## config.mk

```make
export PLATFORM = sky130hd
export DESIGN_NAME = mem_io_bridge
export DESIGN_NICKNAME = d
export VERILOG_FILES = /design/src/rtl/mem_io_bridge.sv
export SDC_FILE = /design/constraint.sdc
export NUM_CORES = 1
export LEC_CHECK = 0
export CAP_MARGIN = 10
export CORE_MARGIN = 4
export CORE_UTILIZATION = 35
export DETAILED_ROUTE_END_ITERATION = 10
export GPL_ROUTABILITY_DRIVEN = 0
export PLACE_DENSITY = 0.77
export SLEW_MARGIN = 10
export SYNTH_ARGS = -nofsm -noshare
export SYNTH_HDL_FRONTEND = slang
export SYNTH_SLANG_ARGS = --single-unit
```

## constraint.sdc

```tcl
create_clock -name clk -period 2.1 [get_ports clk]
set_clock_uncertainty 0.05 [all_clocks]
set_input_delay 0.42 -clock clk [delete_from_list [all_inputs] [get_ports clk]]
set_output_delay 0.42 -clock clk [all_outputs]
set_load 0.05 [all_outputs]
```

## src/rtl/mem_io_bridge.sv

```systemverilog
// mem_io_bridge
//   MEM-stage bridge between the CPU load/store path and up to DEV_NUM
//   memory-mapped devices in a single 256-byte I/O window.
//   - cpu_addr[31:8] == DEV_BASE selects the window (cpu_hit).
//   - cpu_addr[7:4] selects the device slot (16 bytes per slot).
//   - The access waits for dev_ready of the selected slot. It gives up with
//     a bus error if ready is still low once TIMEOUT extra cycles have
//     passed.
//   - dev_irq lines are synchronised onto hw_int for CP0.
//
// Ports
//   clk, reset        system clock (rising edge), async active-low reset
//   cpu_req/we/addr/wdata/be   MEM-stage request
//   cpu_hit           combinational window decode
//   cpu_stall         pipeline freeze while an access is pending
//   cpu_rdata         last load data (0 after an error)
//   cpu_rvalid        one-cycle completion pulse
//   bus_err           one-cycle error pulse, coincident with cpu_rvalid
//   dev_sel/we/addr/wdata/be   device-side request, held for the access
//   dev_rdata/ready   per-slot read data and completion
//   dev_irq           per-slot level interrupts (asynchronous)
//   hw_int            CP0 HWInt[7:2]
//
// state     | meaning
// ----------+-----------------------------------------------------------
// ST_IDLE   | no access pending; a hit request is decoded this cycle
// ST_ACCESS | device selected, waiting for its ready or the timeout
// ST_DONE   | completion cycle: rvalid (and bus_err) pulse, stall released

module mem_io_bridge #(
    parameter int          DEV_NUM  = 4,
    parameter logic [23:0] DEV_BASE = 24'h00007F,
    parameter int          TIMEOUT  = 15,
    parameter int          IRQ_SYNC = 1
) (
    input  logic                  clk,
    input  logic                  reset,
    input  logic                  cpu_req,
    input  logic                  cpu_we,
    input  logic [31:0]           cpu_addr,
    input  logic [31:0]           cpu_wdata,
    input  logic [3:0]            cpu_be,
    output logic                  cpu_hit,
    output logic                  cpu_stall,
    output logic [31:0]           cpu_rdata,
    output logic                  cpu_rvalid,
    output logic                  bus_err,
    output logic [DEV_NUM-1:0]    dev_sel,
    output logic                  dev_we,
    output logic [31:0]           dev_addr,
    output logic [31:0]           dev_wdata,
    output logic [3:0]            dev_be,
    input  logic [32*DEV_NUM-1:0] dev_rdata,
    input  logic [DEV_NUM-1:0]    dev_ready,
    input  logic [DEV_NUM-1:0]    dev_irq,
    output logic [5:0]            hw_int
);

    localparam int N_IRQ = (DEV_NUM < 6) ? DEV_NUM : 6;

    typedef enum logic [1:0] {
        ST_IDLE   = 2'd0,
        ST_ACCESS = 2'd1,
        ST_DONE   = 2'd2
    } state_t;

    state_t      state_q, state_d;
    logic [7:0]  cnt_q, cnt_d;
    logic        err_q, err_d;
    logic        we_q, we_d;
    logic [3:0]  idx_q, idx_d;
    logic [31:0] addr_q, addr_d;
    logic [31:0] wdata_q, wdata_d;
    logic [3:0]  be_q, be_d;
    logic [31:0] rdata_q, rdata_d;

    logic [3:0]  req_idx;
    logic        mapped;
    logic        sel_ready;
    logic [31:0] sel_rdata;

    assign cpu_hit = (cpu_addr[31:8] == DEV_BASE);
    assign req_idx = cpu_addr[7:4];
    assign mapped  = cpu_hit && (int'(req_idx) < DEV_NUM);

    // Ready and read data of the registered slot; other slots are ignored.
    always_comb begin
        sel_ready = 1'b0;
        sel_rdata = '0;
        for (int k = 0; k < DEV_NUM; k++) begin
            if (int'(idx_q) == k) begin
                sel_ready = dev_ready[k];
                sel_rdata = dev_rdata[32*k +: 32];
            end
        end
    end

    always_comb begin
        state_d = state_q;
        cnt_d   = cnt_q;
        err_d   = err_q;
        we_d    = we_q;
        idx_d   = idx_q;
        addr_d  = addr_q;
        wdata_d = wdata_q;
        be_d    = be_q;
        rdata_d = rdata_q;
        case (state_q)
            ST_IDLE: begin
                if (cpu_req && cpu_hit) begin
                    if (mapped) begin
                        we_d    = cpu_we;
                        idx_d   = req_idx;
                        addr_d  = cpu_addr;
                        wdata_d = cpu_wdata;
                        be_d    = cpu_be;
                        cnt_d   = '0;
                        err_d   = 1'b0;
                        state_d = ST_ACCESS;
                    end else begin
                        err_d   = 1'b1;
                        rdata_d = '0;
                        state_d = ST_DONE;
                    end
                end
            end
            ST_ACCESS: begin
                // Ready on the terminal-count cycle still wins over the timeout.
                if (sel_ready) begin
                    if (!we_q) begin
                        rdata_d = sel_rdata;
                    end
                    state_d = ST_DONE;
                end else if (cnt_q == 8'(TIMEOUT)) begin
                    err_d   = 1'b1;
                    rdata_d = '0;
                    state_d = ST_DONE;
                end else begin
                    cnt_d = cnt_q + 8'd1;
                end
            end
            ST_DONE: begin
                cnt_d   = '0;
                err_d   = 1'b0;
                state_d = ST_IDLE;
            end
            default: begin
                state_d = ST_IDLE;
            end
        endcase
    end

    always_ff @(posedge clk or negedge reset) begin
        if (!reset) begin
            state_q <= ST_IDLE;
            cnt_q   <= '0;
            err_q   <= 1'b0;
            we_q    <= 1'b0;
            idx_q   <= '0;
            addr_q  <= '0;
            wdata_q <= '0;
            be_q    <= '0;
            rdata_q <= '0;
        end else begin
            state_q <= state_d;
            cnt_q   <= cnt_d;
            err_q   <= err_d;
            we_q    <= we_d;
            idx_q   <= idx_d;
            addr_q  <= addr_d;
            wdata_q <= wdata_d;
            be_q    <= be_d;
            rdata_q <= rdata_d;
        end
    end

    always_comb begin
        dev_sel = '0;
        if (state_q == ST_ACCESS) begin
            for (int k = 0; k < DEV_NUM; k++) begin
                if (int'(idx_q) == k) begin
                    dev_sel[k] = 1'b1;
                end
            end
        end
    end

    // The IDLE term lets the pipeline freeze in the same cycle the hit is seen.
    assign cpu_stall  = (state_q == ST_ACCESS) ||
                        ((state_q == ST_IDLE) && cpu_req && cpu_hit);
    assign cpu_rvalid = (state_q == ST_DONE);
    assign bus_err    = (state_q == ST_DONE) && err_q;
    assign cpu_rdata  = rdata_q;
    assign dev_we     = (state_q == ST_ACCESS) && we_q;
    assign dev_addr   = addr_q;
    assign dev_wdata  = wdata_q;
    assign dev_be     = be_q;

    // Interrupt synchroniser; only the lines that map onto HWInt are kept.
    logic [N_IRQ-1:0] irq_s1_q;
    logic [N_IRQ-1:0] irq_sync;

    always_ff @(posedge clk or negedge reset) begin
        if (!reset) begin
            irq_s1_q <= '0;
        end else begin
            irq_s1_q <= dev_irq[N_IRQ-1:0];
        end
    end

    generate
        if (IRQ_SYNC != 0) begin : g_sync2
            logic [N_IRQ-1:0] irq_s2_q;
            always_ff @(posedge clk or negedge reset) begin
                if (!reset) begin
                    irq_s2_q <= '0;
                end else begin
                    irq_s2_q <= irq_s1_q;
                end
            end
            assign irq_sync = irq_s2_q;
        end else begin : g_sync1
            assign irq_sync = irq_s1_q;
        end
    endgenerate

    always_comb begin
        hw_int = '0;
        for (int k = 0; k < N_IRQ; k++) begin
            hw_int[k] = irq_sync[k];
        end
    end

endmodule

```

# Word level (Yosys, flattened, before mapping)
# Cells that the tools add are included.
# op_classes
addsub,1
n_lt_le_gt_ge,1
eq_ne,15
muxes,34
reduce_logical,16
# ops
operator,n
32-bit two-way mux,9
32-bit case mux with 2 select lines,1
8-bit two-way mux,4
24-bit by 7-bit equality test with 1-bit output (second input constant),1
8-bit case mux with 3 select lines,1
1-bit two-way mux,12
2-bit != test (second input constant),6
5-bit AND reduction,2
8-bit by 1-bit adder with 8-bit output (second input constant),1
4-bit by 3-bit equality test with 1-bit output (second input constant),2
8-bit by 4-bit equality test with 1-bit output (second input constant),1
2-bit two-way mux,4
1-bit logical AND,6
3-bit != test (second input constant),2
4-bit by 2-bit equality test with 1-bit output (second input constant),1
4-bit logical NOT,1
4-bit by 3-bit less-than comparator with 1-bit output (second input constant),1
4-bit two-way mux,1
2-bit case mux with 2 select lines,1
4-bit AND reduction,1
1-bit case mux with 3 select lines,1
3-bit AND reduction,1
3-bit nonzero test,1
2-bit by 1-bit equality test with 1-bit output (second input constant),1
5 further kinds,5
# word_totals
register_bits,124
input_bits,208
out_inout_bits,115
word_cells,78

# Longest topological paths before layout
# Gate-level depths: netlist (run 1).
# depth
ltp_word,8
mapped_depth,9
depth_no_buf,7

# Worst setup path before layout (run 1)
# Ideal clock, no wire load.
# synth_path
path_kind,reg-to-output
from,reg idx_q[1]
to,out dev_sel[2]
t_arrival_ns,2.502
required_time_ns,1.630
path_slack_ns,-0.872
path_stages_with_launch,4
n_path_buf,2
path_cell_list,dfrtp_1 clkbuf_1 clkbuf_1 nor3b_1
# synth_via
elab_chain_cells,3
# synth_lines
item,line,source
from (decl),71,"logic [3:0] idx_q, idx_d;"
from (signal assigned),169,idx_q <= idx_d;
4-bit by 3-bit equality test with 1-bit output,181,if (int'(idx_q) == k) begin
1-bit two-way mux,181,
4-bit two-way mux,179,if (state_q == ST_ACCESS) begin
to (decl),48,"output logic [DEV_NUM-1:0] dev_sel,"
# No other way between the ends.

# Worst setup path after layout (run 1)
# layout_path
from,reg state_q[0]
to,out cpu_stall
# layout_via
elab_chain_cells,4
word_cells_on_any_way,5
classes_between,eq/ne (1); reduce/logical (4)
# layout_lines
item,line,source
from (decl),67,"state_t state_q, state_d;"
from (signal assigned),165,state_q <= state_d;
2-bit logical NOT,190,((state_q == ST_IDLE) && cpu_req && cpu_hit);
1-bit logical AND (2 in a row),190,
1-bit logical OR (*),189,assign cpu_stall = (state_q == ST_ACCESS) ||
to (decl),44,"output logic cpu_stall,"
# Mark *: on every way between the ends. The rest lies on a longest branch, timed or not.

==> flow_summary_export.csv, run 1 <==
group,metric,value,unit
global_route,antenna_found_initial,2,
critical_path,r2r_end,"cnt_q[0]$_DFFE_PN0P_",
status,status,"finished with violations",
synthesis,synthTopCellsByCount,"dfrtp_1, mux2_2, nand2_1",
die,start_util,36.2,%
sta,fin_setup_tns,-0.355,ns
synthesis,syn_avg_cell_area,13.1,um^2
worst_hold_path,hold_class,"flip-flop to flip-flop",
synthesis,synth_top_area_cell,"dfrtp_1",
run,maxCapViolCount,0,
synthesis,synthArstFlopShare,100,%
critical_path,worstSetupEndpointType,"output port",
die,die_width,137,um
critical_path,crit_fanout,3,
synthesis,ys_ff_latch,120,
global_route,grt_pass1_vias,5481,
synthesis,synth_edf_count,0,
critical_path,max_stage_delay,0.44,ns
die,die_area,0.0187,mm^2
sta,finalCriticalPeriod,2.17,ns
sta,hold_viol_final,0,
sta,slew_headroom,63.4,%
route,routed.top_layer,"met4",
synthesis,synth_area,0.00581,mm^2
global_route,grt_overflow,0,
place,portBuffers,320,
finish,multi_input_area,0.00277,mm^2
worst_hold_path,holdPathStages,0,
cts,numClockSinks,120,
route,num_vias,5035,
finish,fillers,1159,
place,place_area,0.00960,mm^2
critical_path,ff2ff_setup_slack,-0.06,ns
die,rows,46,
sta,worst_slew_pin_slew,0.548,ns
route,drtAntennaViolNets,0,
critical_path,startpoint_type,"flip-flop",
sta,clock.fmax,0.460,GHz
cts,clockBufferDepth,2,
route,first_pass_iters,4,
critical_path,cp_slowest_cell,"dfrtp_2",
worst_hold_path,holdCritStartpoint,"irq_s1_q[3]$_DFF_PN0_",
synthesis,synth_cell_types,49,
sta,finalCritPeriodShare,103,%
critical_path,crit_type,"flip-flop to output port",
synthesis,synthFlopType,"dfrtp_1",
die,die_height,137,um
pwr,powerDensity,537,mW/mm^2
sta,setup_ws,-0.0727,ns
die,pin_count,323,
finish,fin_nets,1016,
status,failed_checks,"setup timing",
synthesis,netlist_top_cells_area,"dfrtp_1, mux4_2, mux2_2",
cts,cts_tree,"done",
cts,cts_max_level,4,
finish,areaGrowthSynthToFinish,80.9,%
critical_path,worstPathCellList,"inv_2, ha_4, and2_4, nand3_4, buf_6, o21ai_4, buf_12",
global_route,grt_max_degree,53,
global_route,grt_pass1_wl,28700,um
route,wl_met1,7190,um
synthesis,synth_top_cell_area_share,51.7,%
route,route.met3.wl,1660,um
route,wirelength,19400,um
synthesis,ys_seq_area_share,51.7,%
route,routed_via_density,4.86,
worst_hold_path,holdPathEnd,"g_sync2.irq_s2_q[3]$_DFF_PN0_",
finish,stdcell_area,0.0105,mm^2
finish,post_route_cells_drive_above_1_share,26.3,%
cts,root_buffer,"clkbuf_16",
finish,register_area,0.00301,mm^2
route,drc,0,
cts,clkLatencyLatePin,0.40,ns
sta,maxSlewViolCount,0,
global_route,grtUsageTotal,20.0,%
cts,cts_made_buffers,17,
critical_path,cp.arrival,1.70,ns
synthesis,yosysWarnings,0,
route,wire_per_inst,18.7,um
route,drtIter0Drc,183,
pwr,power,5.64,mW
route,met2_length,10200,um
pwr,ir_worst_vdd,0.498,mV
critical_path,required,1.63,ns
sta,setup_viol,7,
critical_path,reg2reg_from,"idx_q[0]$_DFFE_PN0P_",
synthesis,synthCells,444,
sta,grt_setup_unrepaired,"yes",
cts,clkSlewWorstSetupHoldPaths,0.06,ns
place,dpl.hpwl,15000,um
synthesis,synth_most_common_cell,"dfrtp_1",
pwr,leakagePower,4.91,nW
critical_path,r2r_cells,4,
die,core-area,0.0161,mm^2
-- per-layer routing --
layer | global-route usage [%] | vias up
met3 | 6.65 | 27
met5 | 0 | -
met4 | 6.15 | 0
li1 | - | 2303
met2 | 35.8 | 237
met1 | 22.5 | 2468
-- worst max-delay path by stage --
stage                                start                   end  slack, ns  cells past startpoint
floorplan             idx_q[0]$_DFFE_PN0P_  cnt_q[0]$_DFFE_PN0P_      -0.16                      5
global placement              cpu_addr[17]  cnt_q[0]$_DFFE_PN0P_      -0.54                      6
detailed placement            cpu_addr[17]  cnt_q[0]$_DFFE_PN0P_      -0.64                      6
CTS                 state_q[0]$_DFFE_PN0P_             cpu_stall       -0.1                      7
global route        state_q[1]$_DFFE_PN0P_            dev_sel[1]      -0.16                      7
finish              state_q[0]$_DFFE_PN0P_             cpu_stall      -0.07                      7
-- kinds of logic after synthesis --
kind of cell	after synthesis	synth area share, %
fa+ha+maj	4	0.862
flops	120	51.7
mux	112	27.5
compound gates	20	2.76
other cells	1	0.0646
buf+inv	65	4.59
simple gates	122	12.5
-- per-stage QoR --
| step | util (%) | instances | setup slack (ns) | hold slack [ns] |
|---|---|---|---|---|
| final | 65.4 | 1035 | -0.0727 | 0.297 |
| after global routing | 65.4 | 1035 | -0.160 | 0.304 |
| after CTS | 64.6 | 1030 | -0.0999 | 0.299 |
| after detailed placement | 59.8 | 988 | -0.637 | 0.286 |
| after global placement | 59.8 | 988 | -0.542 | 0.284 |
| after floorplan | - | 445 | -0.163 | 0.0744 |
-- layout make-up --
cell class	instances	share of cell area (%)
timing repair buffer	367	35.6
sequential	120	28.6
antenna	2	0.0476
multi-input combinational	260	26.4
clock buffer	17	4.05
tap	216	2.57
inverter	38	1.36
clock inverter	15	1.35
-- state kept, by name, summed over array words and instances (netlist names), 2 cells and up --
name              cells
irq_s1_q              4
dev_addr             29
cnt_q                 8
g_sync2.irq_s2_q      4
state_q               2
dev_be                4
dev_wdata            32
idx_q                 3
cpu_rdata            32
-- layout by cell type (no fill, tap or decap), types with 6 or more instances in the layout --
cell / count
and2_1: 19
and3_1: 6
buf_12: 14
buf_4: 39
buf_6: 7
clkbuf_16: 18
clkdlybuf4s50_1: 263
dfrtp_1: 117
dlygate4sd2_1: 27
dlymetal6s2s_1: 11
inv_1: 35
inv_6: 6
mux2_2: 42
mux2i_1: 34
mux4_2: 33
nand2_1: 38
nand2b_1: 8
nand3_1: 9
-- critical path: cells and delay by family (launching register included) --
kind / cells / cell delay (ns)
DFF: 1 / 0.44
and+or+nand+nor: 2 / 0.22
buffers and inverters: 3 / 0.37
AOI/OAI and AO/OA: 1 / 0.13
adders and majority gates: 1 / 0.13
-- where the power goes --
group | internal, mW | leakage, nW | total [mW] | switching, mW
combinational | 0.390 | 3.00 | 0.550 | 0.160
sequential | 2.32 | 1.63 | 2.32 | 0.00205
clock | 1.65 | 0.277 | 2.77 | 1.12
total | 4.36 | 4.91 | 5.64 | 1.28
-- repair_timing --
| item | 4_1_cts | 5_1_grt |
|---|---|---|
| resized for setup | 64 | 25 |
| pin swaps | 15 | 12 |
| endpoints found under the setup margin | 69 | 27 |
| endpoints found under the hold margin | 30 | 0 |
| hold buffers | 1 | 0 |
| setup buffers | 9 | 2 |
| gates cloned | 0 | 1 |
Power figures use the tool's default switching activity.
==> run 2, diff against run 1 <==
--- a/config.mk
+++ b/config.mk
@@ -10,6 +10,7 @@
 export CORE_UTILIZATION = 35
 export DETAILED_ROUTE_END_ITERATION = 10
 export GPL_ROUTABILITY_DRIVEN = 0
+export GPL_TIMING_DRIVEN = 0
 export PLACE_DENSITY = 0.77
 export SLEW_MARGIN = 10
 export SYNTH_ARGS = -nofsm -noshare
==> run 2 against run 1 <==
The flow still finishes with violations (setup timing). Hold slack hardly changed. Register-to-register slack worse by 0.08 ns. Cell count is 0.48% lower. Largest cell class unchanged. Largest power group unchanged. Highest routed layer unchanged.
==> flow_summary_export.csv, run 2 (synthesis gave the netlist of run 1 again) <==
group,metric,value,unit
cts,clkSlewWorstSetupHoldPaths,0.07,ns
sta,slew_headroom,61.2,%
route,first_pass_iters,4,
worst_hold_path,holdPathEnd,"g_sync2.irq_s2_q[0]$_DFF_PN0_",
run,maxCapViolCount,0,
worst_hold_path,holdPathStages,0,
route,drc,0,
die,die_area,0.0187,mm^2
route,routed.top_layer,"met4",
route,wire_per_inst,19.1,um
cts,clockBufferDepth,2,
finish,post_route_cells_drive_above_1_share,25.6,%
sta,finalCritPeriodShare,107,%
global_route,grt_pass1_vias,5496,
status,failed_checks,"setup timing",
route,route.met3.wl,1880,um
critical_path,cp.arrival,2.48,ns
critical_path,crit_type,"flip-flop to flip-flop",
route,wirelength,19700,um
die,start_util,36.2,%
pwr,seqPwrFrac,41.1,%
pwr,power,5.65,mW
finish,fin_nets,1013,
global_route,grt_pass1_wl,29400,um
die,rows,46,
die,core-area,0.0161,mm^2
route,drtIter0Drc,268,
pwr,p_sw_share,24.3,%
die,die_width,137,um
place,place_area,0.00936,mm^2
route,drtAntennaViolNets,0,
critical_path,r2r_end,"cnt_q[0]$_DFFE_PN0P_",
sta,finalCriticalPeriod,2.24,ns
cts,cts_made_buffers,17,
finish,final_common_cell,"clkdlybuf4s50_1",
place,dpl.hpwl,15500,um
worst_hold_path,holdCritStartpoint,"irq_s1_q[0]$_DFF_PN0_",
cts,cts_tree,"done",
route,num_vias,4994,
pwr,ir_worst_vdd,0.493,mV
cts,root_buffer,"clkbuf_16",
finish,layout_common_cells,"clkdlybuf4s50_1, dfrtp_1, mux2_2, nand2_1, inv_1",
cts,clkLatencyLatePin,0.41,ns
sta,maxSlewViolCount,0,
die,die_height,137,um
route,routed_via_density,4.85,
route,wl_met1,7180,um
die,pin_count,323,
place,portBuffers,320,
pwr,powerDensity,542,mW/mm^2
finish,num_antenna_cells,0,
worst_hold_path,hold_class,"flip-flop to flip-flop",
global_route,antenna_found_initial,0,
critical_path,worstSetupEndpointType,"flip-flop",
global_route,grtUsageTotal,20.7,%
critical_path,r2r_cells,6,
sta,worst_slew_pin_slew,0.581,ns
pwr,p_sw,1.37,mW
sta,grt_setup_unrepaired,"yes",
critical_path,crit_fanout,8,
global_route,grt_max_degree,75,
critical_path,ff2ff_setup_slack,-0.14,ns
critical_path,reg2reg_from,"state_q[0]$_DFFE_PN0P_",
sta,clock.fmax,0.447,GHz
status,status,"finished with violations",
finish,areaGrowthSynthToFinish,79.8,%
sta,setup_viol,11,
pwr,leakagePower,5.18,nW
route,met2_length,10300,um
cts,numClockSinks,120,
sta,setup_ws,-0.137,ns
sta,hold_viol_final,0,
pwr,combPwrFrac,9.8,%
pwr,p_clk_share,49.2,%
pwr,p_int,4.28,mW
critical_path,required,2.34,ns
global_route,grt_overflow,0,
finish,stdcell_area,0.0104,mm^2
cts,cts_max_level,4,
critical_path,startpoint_type,"flip-flop",
run 2: worst max-delay path by stage:
stage	startpoint	to	slack, ns	depth (start not counted)
global route	state_q[0]$_DFFE_PN0P_	cnt_q[6]$_DFFE_PN0P_	-0.18	6
CTS	state_q[1]$_DFFE_PN0P_	dev_sel[3]	-0.09	5
finish	state_q[0]$_DFFE_PN0P_	cnt_q[0]$_DFFE_PN0P_	-0.14	6
global placement	reset	idx_q[0]$_DFFE_PN0P_	-4.25	1
detailed placement	cpu_addr[17]	dev_addr[29]$_DFFE_PN0P_	-0.99	8
floorplan	idx_q[0]$_DFFE_PN0P_	cnt_q[0]$_DFFE_PN0P_	-0.16	5
run 2: metrics by stage:
stage / cells / util, % / TNS, ns / hold WS, ns / worst slack [ns]
2_1_floorplan: 445 / - / -0.712 / 0.0744 / -0.163
3_3_place_gp: 981 / 58.1 / -539.75 / 0.285 / -4.25
3_5_place_dp: 982 / 58.3 / -89.59 / 0.285 / -0.988
4_1_cts: 1025 / 63.8 / -0.562 / 0.299 / -0.0914
5_1_grt: 1030 / 65.0 / -1.68 / 0.304 / -0.182
6_report: 1030 / 65.0 / -0.729 / 0.298 / -0.137
run 2: area by class of cell:
type                            instances  area [um^2]
Sequential cell                       120         3010
Clock buffer                           17          425
Multi-Input combinational cell        260         2760
Clock inverter                         15          150
Tap cell                              216          270
Timing Repair Buffer                  339         3420
Inverter                               38          149
Buffer                                 25          255
Fill cell                            1155         5620
run 2: critical path, stage by stage, from the launching register on:
cell,delay [ns]
dfrtp_2,0.46
ha_4,0.21
nor3b_4,0.16
buf_4,0.14
and2_4,0.16
or4_4,0.61
mux2_4,0.33
run 2: metal layers:
layer  track usage, %  up-vias
met1             23.9     2415
met5                0        -
met2             36.4      258
li1                 -     2294
met4             7.10        0
met3             6.47       27
run 2: power groups by stage:
| stage | logic [mW] | registers [mW] | clock network, mW |
|---|---|---|---|
| floorplan | 0.0710 | 2.38 | 0 |
| global placement | 0.541 | 2.37 | 0 |
| detailed placement | 0.557 | 2.36 | 0 |
| CTS | 0.557 | 2.32 | 2.85 |
| global route | 0.585 | 2.32 | 2.96 |
| finish | 0.551 | 2.32 | 2.78 |
run 2: repair_timing:
| action | 4_1_cts | 5_1_grt |
|---|---|---|
| setup endpoints to repair | 130 | 132 |
| pin swaps | 20 | 16 |
| buffers inserted | 11 | 5 |
| endpoints found under the hold margin | 46 | 0 |
| resized for setup | 143 | 84 |
| gates cloned | 1 | 0 |
| hold buffers | 1 | 0 |
==> run 3, diff against run 2 <==
--- a/config.mk
+++ b/config.mk
@@ -6,12 +6,14 @@
 export NUM_CORES = 1
 export LEC_CHECK = 0
 export CAP_MARGIN = 10
+export CELL_PAD_IN_SITES_DETAIL_PLACEMENT = 0
+export CELL_PAD_IN_SITES_GLOBAL_PLACEMENT = 2
 export CORE_MARGIN = 4
-export CORE_UTILIZATION = 35
+export CORE_UTILIZATION = 21
 export DETAILED_ROUTE_END_ITERATION = 10
 export GPL_ROUTABILITY_DRIVEN = 0
 export GPL_TIMING_DRIVEN = 0
-export PLACE_DENSITY = 0.77
+export PLACE_DENSITY_LB_ADDON = 0.1
 export SLEW_MARGIN = 10
 export SYNTH_ARGS = -nofsm -noshare
 export SYNTH_HDL_FRONTEND = slang
==> run 3 against run 2 <==
Combinational power is essentially flat. Hold slack gained 0.0028 ns. Routed wire length grew 8.6%. Power grew 6.4%. Count of clock-buffer cells in the layout is the same. The flow still finishes with violations (setup timing). Global-route usage shrank 6.9 points. Sequential share of layout area shrank 1.4 points. Largest cell class unchanged.
==> flow_summary_export.csv, run 3 (synthesis gave the netlist of run 1 again) <==
group,metric,value,unit
place,dpl.hpwl,16500,um
finish,fillers,2598,
global_route,grt_overflow,0,
cts,clkSlewWorstSetupHoldPaths,0.07,ns
die,die_area,0.0304,mm^2
global_route,grt_pass1_wl,32700,um
cts,numClockSinks,120,
die,start_util,21.4,%
sta,grt_setup_unrepaired,"yes",
finish,layout_common_cells,"clkdlybuf4s50_1, dfrtp_1, dlygate4sd2_1, mux2_2",
critical_path,cp_slowest_cell,"or4_4",
finish,areaGrowthSynthToFinish,89.0,%
critical_path,worstPathCellList,"mux4_2, and2_4, or4_4, mux2_4",
cts,cts_max_level,4,
route,wire_per_inst,17.8,um
die,rows,60,
place,place_inst,1138,
finish,num_antenna_cells,0,
critical_path,max_stage_delay,0.62,ns
sta,hold_viol_final,0,
sta,clock.fmax,0.442,GHz
pwr,power,6.02,mW
route,routed_via_density,4.13,
critical_path,cp.arrival,2.50,ns
global_route,antenna_found_initial,0,
critical_path,crit_fanout,8,
die,die_height,174,um
route,wirelength,21400,um
finish,stdcell_area,0.0110,mm^2
global_route,grt_pass1_vias,5689,
sta,maxSlewViolCount,0,
route,drc,0,
finish,final_core_util,40.5,%
cts,cts_made_buffers,17,
place,portBuffers,320,
pwr,ir_worst_vdd,0.439,mV
route,drtIter0Drc,140,
critical_path,worstSetupEndpointType,"flip-flop",
critical_path,required,2.34,ns
die,die_width,174,um
die,core-area,0.0271,mm^2
pwr,leakagePower,5.53,nW
sta,setup_viol,11,
finish,final_common_cell,"clkdlybuf4s50_1",
sta,hold_slack,0.301,ns
sta,fin_setup_tns,-0.994,ns
critical_path,crit_type,"flip-flop to flip-flop",
route,first_pass_iters,4,
finish,multi_input_area,0.00278,mm^2
finish,post_route_cells_drive_above_1_share,26.4,%
pwr,powerDensity,548,mW/mm^2
cts,cts_tree,"done",
sta,setup_ws,-0.160,ns
route,drtAntennaViolNets,0,
global_route,grtUsageTotal,13.8,%
sta,finalCriticalPeriod,2.26,ns
cts,root_buffer,"clkbuf_16",
critical_path,startpoint_type,"flip-flop",
sta,slew_headroom,60.6,%
finish,register_area,0.00301,mm^2
status,status,"finished with violations",
sta,worst_slew_pin_slew,0.592,ns
die,pin_count,323,
finish,stdcell_count,1201,
place,place_area,0.00956,mm^2
place,pre_cts_ws,-1.33,ns
route,num_vias,4964,
sta,finalCritPeriodShare,108,%
worst_hold_path,hold_class,"flip-flop to flip-flop",
global_route,grt_max_degree,63,
cts,clockBufferDepth,2,
status,failed_checks,"setup timing",
finish,fin_nets,1028,
run,maxCapViolCount,0,
cts,clkLatencyLatePin,0.41,ns
[run 3: final timing paths]
check,start,end,slack (ns),cells after the start
min in group asynchronous,reset,dev_wdata[16]$_DFFE_PN0P_,0.50,2
max in group asynchronous,reset,state_q[0]$_DFFE_PN0P_,0.75,3
worst max-delay path,idx_q[0]$_DFFE_PN0P_,cnt_q[0]$_DFFE_PN0P_,-0.16,4
worst min register to register,irq_s1_q[3]$_DFF_PN0_,g_sync2.irq_s2_q[3]$_DFF_PN0_,0.30,0
worst max register to register,idx_q[0]$_DFFE_PN0P_,cnt_q[0]$_DFFE_PN0P_,-0.16,4
worst min-delay path,irq_s1_q[3]$_DFF_PN0_,g_sync2.irq_s2_q[3]$_DFF_PN0_,0.30,0
[run 3: critical path: cells and delay by family, from the launching register on]
family | cells | cell delay (ns)
mux | 2 | 0.90
simple gates | 2 | 0.80
flops | 1 | 0.40
[run 3: report_power, final]
| group | internal, mW | total (mW) | leakage (nW) | switching (mW) |
|---|---|---|---|---|
| clock | 1.92 | 3.15 | 0.307 | 1.22 |
| combinational | 0.392 | 0.550 | 3.59 | 0.159 |
| sequential | 2.32 | 2.32 | 1.63 | 0.00167 |
[run 3: timing repair]
item                       CTS  global route
hold endpoints to repair    58             0
pin swaps                   22            16
cloned                       1             3
hold buffers                 1             0
setup endpoints to repair  145           137
resized for setup          172            79
buffers inserted            13            17
[run 3: final cells by class]
type | instances | share of cell area [%]
repair buffers | 355 | 33.2
flip-flops and latches | 120 | 27.4
multi-input cells | 260 | 25.3
well taps | 372 | 4.24
clock buffers | 17 | 3.88
plain buffers | 24 | 2.78
clock inverters | 15 | 1.86
inverters | 38 | 1.36
[run 3: layer usage]
metal	GRT usage (%)	share of wire (%)
met5	0	0
met4	3.23	0.59
met3	5.52	9.1
met2	23.8	50
met1	16.2	40
